**config.mk**
```make
export PLATFORM = sky130hd
export DESIGN_NAME = multi_project_mux
export DESIGN_NICKNAME = d
export VERILOG_FILES = /design/src/rtl/multi_project_mux.sv
export SDC_FILE = /design/constraint.sdc
export NUM_CORES = 1
export LEC_CHECK = 0
export ABC_AREA = 1
export CORE_AREA = 4 4 179 181
export DETAILED_ROUTE_END_ITERATION = 12
export DIE_AREA = 0 0 183 185
export PLACE_DENSITY = 0.63
export SYNTH_ARGS = -nofsm -noshare
export SYNTH_HDL_FRONTEND = slang
export SYNTH_SLANG_ARGS = --single-unit
```
**constraint.sdc**
```tcl
create_clock -name wb_clk_i -period 3.9 [get_ports wb_clk_i]
set_input_delay 0.78 -clock wb_clk_i [delete_from_list [all_inputs] [get_ports wb_clk_i]]
set_output_delay 0.78 -clock wb_clk_i [all_outputs]
set_load 0.01 [all_outputs]
```
**src/rtl/multi_project_mux.sv**
```systemverilog
// multi_project_mux: Wishbone-controlled selector that hands a shared bank of
// IO pads to one of NUM_PROJ project slots. A switch isolates the pads for one
// cycle, holds every slot in reset for RST_HOLD cycles, then releases the
// chosen slot and routes its pad outputs.
module multi_project_mux #(
  parameter int          NUM_PROJ  = 4,
  parameter int          IO_W      = 33,
  parameter logic [31:0] BASE_ADDR = 32'h3000_0000,
  parameter int          RST_HOLD  = 8
) (
  input  logic                     wb_clk_i,
  input  logic                     wb_rst_i,
  input  logic                     wbs_cyc_i,
  input  logic                     wbs_stb_i,
  input  logic                     wbs_we_i,
  input  logic [3:0]               wbs_sel_i,
  input  logic [31:0]              wbs_adr_i,
  input  logic [31:0]              wbs_dat_i,
  output logic                     wbs_ack_o,
  output logic [31:0]              wbs_dat_o,
  input  logic [NUM_PROJ*IO_W-1:0] proj_do,
  input  logic [NUM_PROJ*IO_W-1:0] proj_oeb,
  output logic [IO_W-1:0]          io_out,
  output logic [IO_W-1:0]          io_oeb,
  output logic [NUM_PROJ-1:0]      proj_rst_n,
  output logic [31:0]              custom_settings,
  output logic                     irq
);

  // State encoding doubles as the STATUS[13:12] field.
  localparam logic [1:0] S_OFF     = 2'd0;
  localparam logic [1:0] S_ISOLATE = 2'd1;
  localparam logic [1:0] S_HOLD    = 2'd2;
  localparam logic [1:0] S_RUN     = 2'd3;

  localparam int                CNT_W    = (RST_HOLD > 1) ? $clog2(RST_HOLD) : 1;
  localparam logic [CNT_W-1:0]  CNT_LOAD = CNT_W'(RST_HOLD - 1);
  localparam logic [CNT_W-1:0]  CNT_ONE  = CNT_W'(1);
  localparam logic [7:0]        IDX_NONE = 8'hFF;

  localparam logic [31:0] ADDR_CTRL     = BASE_ADDR;
  localparam logic [31:0] ADDR_STATUS   = BASE_ADDR + 32'h4;
  localparam logic [31:0] ADDR_SETTINGS = BASE_ADDR + 32'h8;

  // Bus-side registers
  logic        r_ack;
  logic [31:0] r_dat;
  logic [31:0] r_settings;

  // Switch sequencer registers
  logic [1:0]       r_state;
  logic [7:0]       r_active;
  logic             r_pend;
  logic [7:0]       r_pend_idx;
  logic [CNT_W-1:0] r_cnt;
  logic             r_irq;

  // Decoded bus activity
  logic        w_access;
  logic        w_wr;
  logic        w_rd;
  logic        w_req;
  logic [7:0]  w_req_idx;
  logic [31:0] w_status;
  logic [31:0] w_rd_data;

  // A new access is one not already being acknowledged, so a held strobe
  // produces exactly one ack per transfer.
  assign w_access = wbs_cyc_i & wbs_stb_i & ~r_ack;
  assign w_wr     = w_access & wbs_we_i;
  assign w_rd     = w_access & ~wbs_we_i;
  assign w_req    = w_wr & (wbs_adr_i == ADDR_CTRL) & wbs_sel_i[0];

  // Out-of-range or disabled targets collapse to the "none" index so the
  // rest of the design only ever sees a valid slot or 0xFF.
  assign w_req_idx = (wbs_dat_i[31] && ({24'd0, wbs_dat_i[7:0]} < 32'(NUM_PROJ)))
                   ? wbs_dat_i[7:0] : IDX_NONE;

  assign w_status = {18'd0,
                     r_state,
                     1'b0,
                     (r_state == S_RUN),
                     r_pend,
                     ((r_state == S_ISOLATE) || (r_state == S_HOLD)),
                     r_active};

  // Read-data mux; CTRL is write-only and unmapped offsets read as zero.
  always_comb begin
    // NOTE: a default before the case keeps every path assigned, so no latch
    // is inferred for unlisted addresses.
    w_rd_data = '0;
    case (wbs_adr_i)
      ADDR_STATUS:   w_rd_data = w_status;
      ADDR_SETTINGS: w_rd_data = r_settings;
      default:       w_rd_data = '0;
    endcase
  end

  // Wishbone ack and read data, both valid only in the single ack cycle.
  always_ff @(posedge wb_clk_i) begin
    if (wb_rst_i) begin
      // NOTE: sequential state uses non-blocking assignments so every
      // register samples pre-edge values regardless of statement order.
      r_ack <= 1'b0;
      r_dat <= '0;
    end else begin
      r_ack <= w_access;
      r_dat <= w_rd ? w_rd_data : '0;
    end
  end

  // SETTINGS register with per-byte write enables.
  always_ff @(posedge wb_clk_i) begin
    if (wb_rst_i) begin
      r_settings <= '0;
    end else if (w_wr && (wbs_adr_i == ADDR_SETTINGS)) begin
      for (int b = 0; b < 4; b++) begin
        if (wbs_sel_i[b]) r_settings[b*8 +: 8] <= wbs_dat_i[b*8 +: 8];
      end
    end
  end

  // Switch sequencer: OFF/RUN -> ISOLATE -> HOLD (with reloads) -> RUN/OFF.
  always_ff @(posedge wb_clk_i) begin
    if (wb_rst_i) begin
      r_state    <= S_OFF;
      r_active   <= IDX_NONE;
      r_pend     <= 1'b0;
      r_pend_idx <= IDX_NONE;
      r_cnt      <= '0;
      r_irq      <= 1'b0;
    end else begin
      r_irq <= 1'b0;

      // Requests during a switch queue one deep; a later one overwrites.
      if (w_req && ((r_state == S_ISOLATE) || (r_state == S_HOLD))) begin
        r_pend     <= 1'b1;
        r_pend_idx <= w_req_idx;
      end

      case (r_state)
        S_OFF, S_RUN: begin
          if (w_req) begin
            r_state  <= S_ISOLATE;
            r_active <= w_req_idx;
          end
        end
        S_ISOLATE: begin
          r_cnt   <= CNT_LOAD;
          r_state <= S_HOLD;
        end
        S_HOLD: begin
          if (r_cnt != '0) begin
            r_cnt <= r_cnt - CNT_ONE;
          end else if (r_pend || w_req) begin
            // A request landing on the final hold cycle is adopted directly
            // rather than leaking into RUN/OFF as a stale pending bit.
            r_active <= w_req ? w_req_idx : r_pend_idx;
            r_pend   <= 1'b0;
            r_cnt    <= CNT_LOAD;
          end else begin
            r_state <= (r_active != IDX_NONE) ? S_RUN : S_OFF;
            r_irq   <= 1'b1;
          end
        end
        default: r_state <= S_OFF;
      endcase
    end
  end

  // Pad routing and slot resets; everything is isolated outside RUN.
  always_comb begin
    io_out     = '0;
    io_oeb     = '1;
    proj_rst_n = '0;
    if (r_state == S_RUN) begin
      for (int k = 0; k < NUM_PROJ; k++) begin
        if (r_active == 8'(k)) begin
          io_out        = proj_do[k*IO_W +: IO_W];
          io_oeb        = proj_oeb[k*IO_W +: IO_W];
          proj_rst_n[k] = 1'b1;
        end
      end
    end
  end

  assign wbs_ack_o       = r_ack;
  assign wbs_dat_o       = r_dat;
  assign custom_settings = r_settings;
  assign irq             = r_irq;

endmodule

```
==> metrics.md <==
| Metric | Value |
|---|---|
| Worst Setup End Kind | `primary output` |
| Cell taking the most area after synthesis | `dfxtp_1` |
| Area Growth Syn to Fin | `95.03%` |
| Leakage power | `4.073 nW` |
| CTS tree | `built` |
| Max Fclk | `0.2715 GHz` |
| Fillers | `3211` |
| DIE WIDTH | `183 um` |
| H-tree levels | `3` |
| Crit start category | `flip-flop` |
| Distinct cells, synth | `36` |
| Total CTS buffers | `9` |
| Non-Filler Instances | `1714` |
| CP required | `3.12 ns` |
| Status | `finished, final reports clean` |
| WL/cell | `18.35 um` |
| RSZ-0062 raised after global routing | `yes` |
| Vias in the first global route | `7594` |
| Worst Path Arrival | `2.90 ns` |
| Initial core utilization | `0.1869` |
| Remaining global-route overflow | `0` |
| CTS Buffer Depth | `2` |
| Largest cells by area after synthesis | `dfxtp_1, nand2_1, a21oi_1` |
| Skew-Pair Late Insertion Delay | `0.34 ns` |
| Vias per Instance | `4.474` |
| Period Utilization, post-route | `0.9445` |
| Mapped cell area | `0.005687 mm^2` |
| Clk sinks | `88` |
| CTS Root Cell | `clkbuf_16` |
| VDD IR max | `0.0002865 V` |
| Drt total wl | `31.45 mm` |
| HPWL after DPL | `25.53 mm` |
| MaxCap Viol Count | `0` |
| Total setup buffers inserted after CTS | `0` |
| Critical path class | `reg2out` |
| Top Ports | `473` |
| Register area share after synthesis | `0.3098` |
| Async set-or-reset flop fraction in the synthesized netlist | `0` |
| Row cnt | `64` |
| Post-Synthesis Cells | `873` |
| DRT antenna net count | `0` |
| Placed cells | `1695` |
| Clock skew | `0.008424 ns` |
| Final setup violating endpoints | `0` |
| Fin crit period | `3.684 ns` |
| DIE HEIGHT | `185 um` |
| Final Hold Fails | `0` |
| Slew headroom | `0.4650` |
| Worst hold margin | `0.4628 ns` |
| Max-slew violation total from the final report | `0` |
| Post-synth EDFFs | `0` |
| GR Util All Layers | `0.1673` |
| First-pass GRT wire length | `44.30 mm` |
| Synthesized flop and latch total | `88` |
| PortBufs | `472` |
| Post-synth top area share | `0.3098` |
| Pin count of the biggest net entering global routing | `48` |
| Nets | `1653` |
| Actual slew at the worst max-slew pin | `0.8005 ns` |
| Die area | `0.03386 mm^2` |
| Core Area | `0.03043 mm^2` |
| Ys Warns | `0` |
| Main synth FF type | `dfxtp_1` |
| Clock-pin transition on the worst setup and hold timing paths | `0.06 ns` |
| Synthesized area per cell | `6.514 um^2` |
| Critical-path maximum fanout | `20` |
| Post-synth top cells | `nand2_1, inv_1, dfxtp_1` |
| Vias | `7668` |
| Worst hold-check path type | `reg2reg` |
| 1st-iter DRT viols | `369` |
| Remaining DRCs | `0` |
| Drt first pass iters | `6` |
| FF-to-FF setup slack | `1.82 ns` |
| Share of layout cells above drive strength 1 | `0.05395` |
| Pwr/cell area | `264.6 mW/mm^2` |
| Initial antenna violation count | `2` |
| Final Wtd Congestion | `0.8535` |
| Most frequent cell after synthesis | `nand2_1` |
| Syn Nets | `1215` |
[path summary, 6_finish.rpt]
path,start,to,depth (start not counted)
max,r_active[2],io_out[19],9
min,r_cnt[1],r_cnt[1],2
max reg2reg,wbs_ack_o,r_active[7],8
min reg2reg,r_cnt[1],r_cnt[1],2
[flip-flops by register name (all words and copies together), names as in the netlist]
signal,count
custom_settings,32
r_pend,1
r_cnt,3
r_active,8
r_state,2
r_pend_idx,8
wbs_dat_o,32
irq,1
wbs_ack_o,1
[routing by layer]
metal  share of wire  GRT usage  vias to the layer above
li1                -          -                     3803
met1            0.38     0.1895                     3450
met2            0.50     0.3037                      375
met3           0.098    0.05499                       40
met4           0.021    0.04172                        0
met5               0          0                        -
[repair_timing]
| item | 4_1_cts | 5_1_grt |
|---|---|---|
| hold buffers | 0 | 0 |
| endpoints found under the setup margin | 0 | 50 |
| resized for setup | 0 | 4 |
[kinds of logic (layout without fill, tap and decap cells)]
logic type / after synthesis / count (layout) / synth area share
buffers and inverters: 154 / 596 / 0.1151
AOI/OAI and AO/OA: 278 / 278 / 0.2904
adders and majority gates: 5 / 5 / 0.01100
and+or+nand+nor: 347 / 348 / 0.2722
DFF: 88 / 88 / 0.3098
xor gates and xnor gates: 1 / 1 / 0.001540
other: 0 / 2 / 0
[layout make-up]
| class | instances | area, um^2 | area share |
|---|---|---|---|
| timing repair buffer | 485 | 4822 | 0.4348 |
| antenna | 2 | 5.005 | 0.0004513 |
| clock buffer | 9 | 225.2 | 0.02031 |
| multi-input combinational | 632 | 3296 | 0.2972 |
| tap | 396 | 495.5 | 0.04468 |
| sequential | 88 | 1762 | 0.1588 |
| clock inverter | 7 | 126.4 | 0.01139 |
| inverter | 95 | 359.1 | 0.03238 |
[placed cells by master (no fill, tap or decap), drive strengths merged, types with 2 or more instances in the layout]
cell             n
o21a            33
nand3           39
buf             13
dfxtp           88
o21ai           82
clkdlybuf4s50  472
nor3            22
nand2          203
inv             96
nand4            9
or2              3
a21oi           96
nor2            69
clkinv           2
o211ai          47
a31oi           13
bufinv           3
o22ai            6
ha               5
diode            2
clkbuf           9
[worst max-delay path, cell delays in order, from the launching register on]
cell,delay [ns]
dfxtp_1,0.34
or2_4,0.27
nor2_4,0.17
nand2_2,0.14
inv_1,0.49
o21ai_0,0.28
nand2_1,0.16
o211ai_1,0.09
nand2_1,0.10
clkdlybuf4s50_1,0.54
[report_power, final]
group | internal [W] | switching (W)
Sequential | 0.000956 | 0.0000581
Clock | 0.000635 | 0.000367
Combinational | 0.000470 | 0.000449
[stage by stage]
step | area, um^2 | setup TNS [ns] | total power (W) | utilization | setup slack (ns)
6_report | 11090 | 0 | 0.002934 | 0.3645 | 0.2164
5_1_grt | 11090 | -0.01448 | 0.003096 | 0.3644 | -0.01448
4_1_cts | 11070 | 0 | 0.002959 | 0.3639 | 0.06331
3_5_place_dp | 10720 | 0 | 0.001947 | 0.3523 | 0.4473
3_3_place_gp | 10720 | 0 | 0.001942 | 0.3523 | 0.4708
2_1_floorplan | 5687 | 0 | 0.001477 | - | 1.620
No activity file was read; power rests on OpenSTA's default activity.
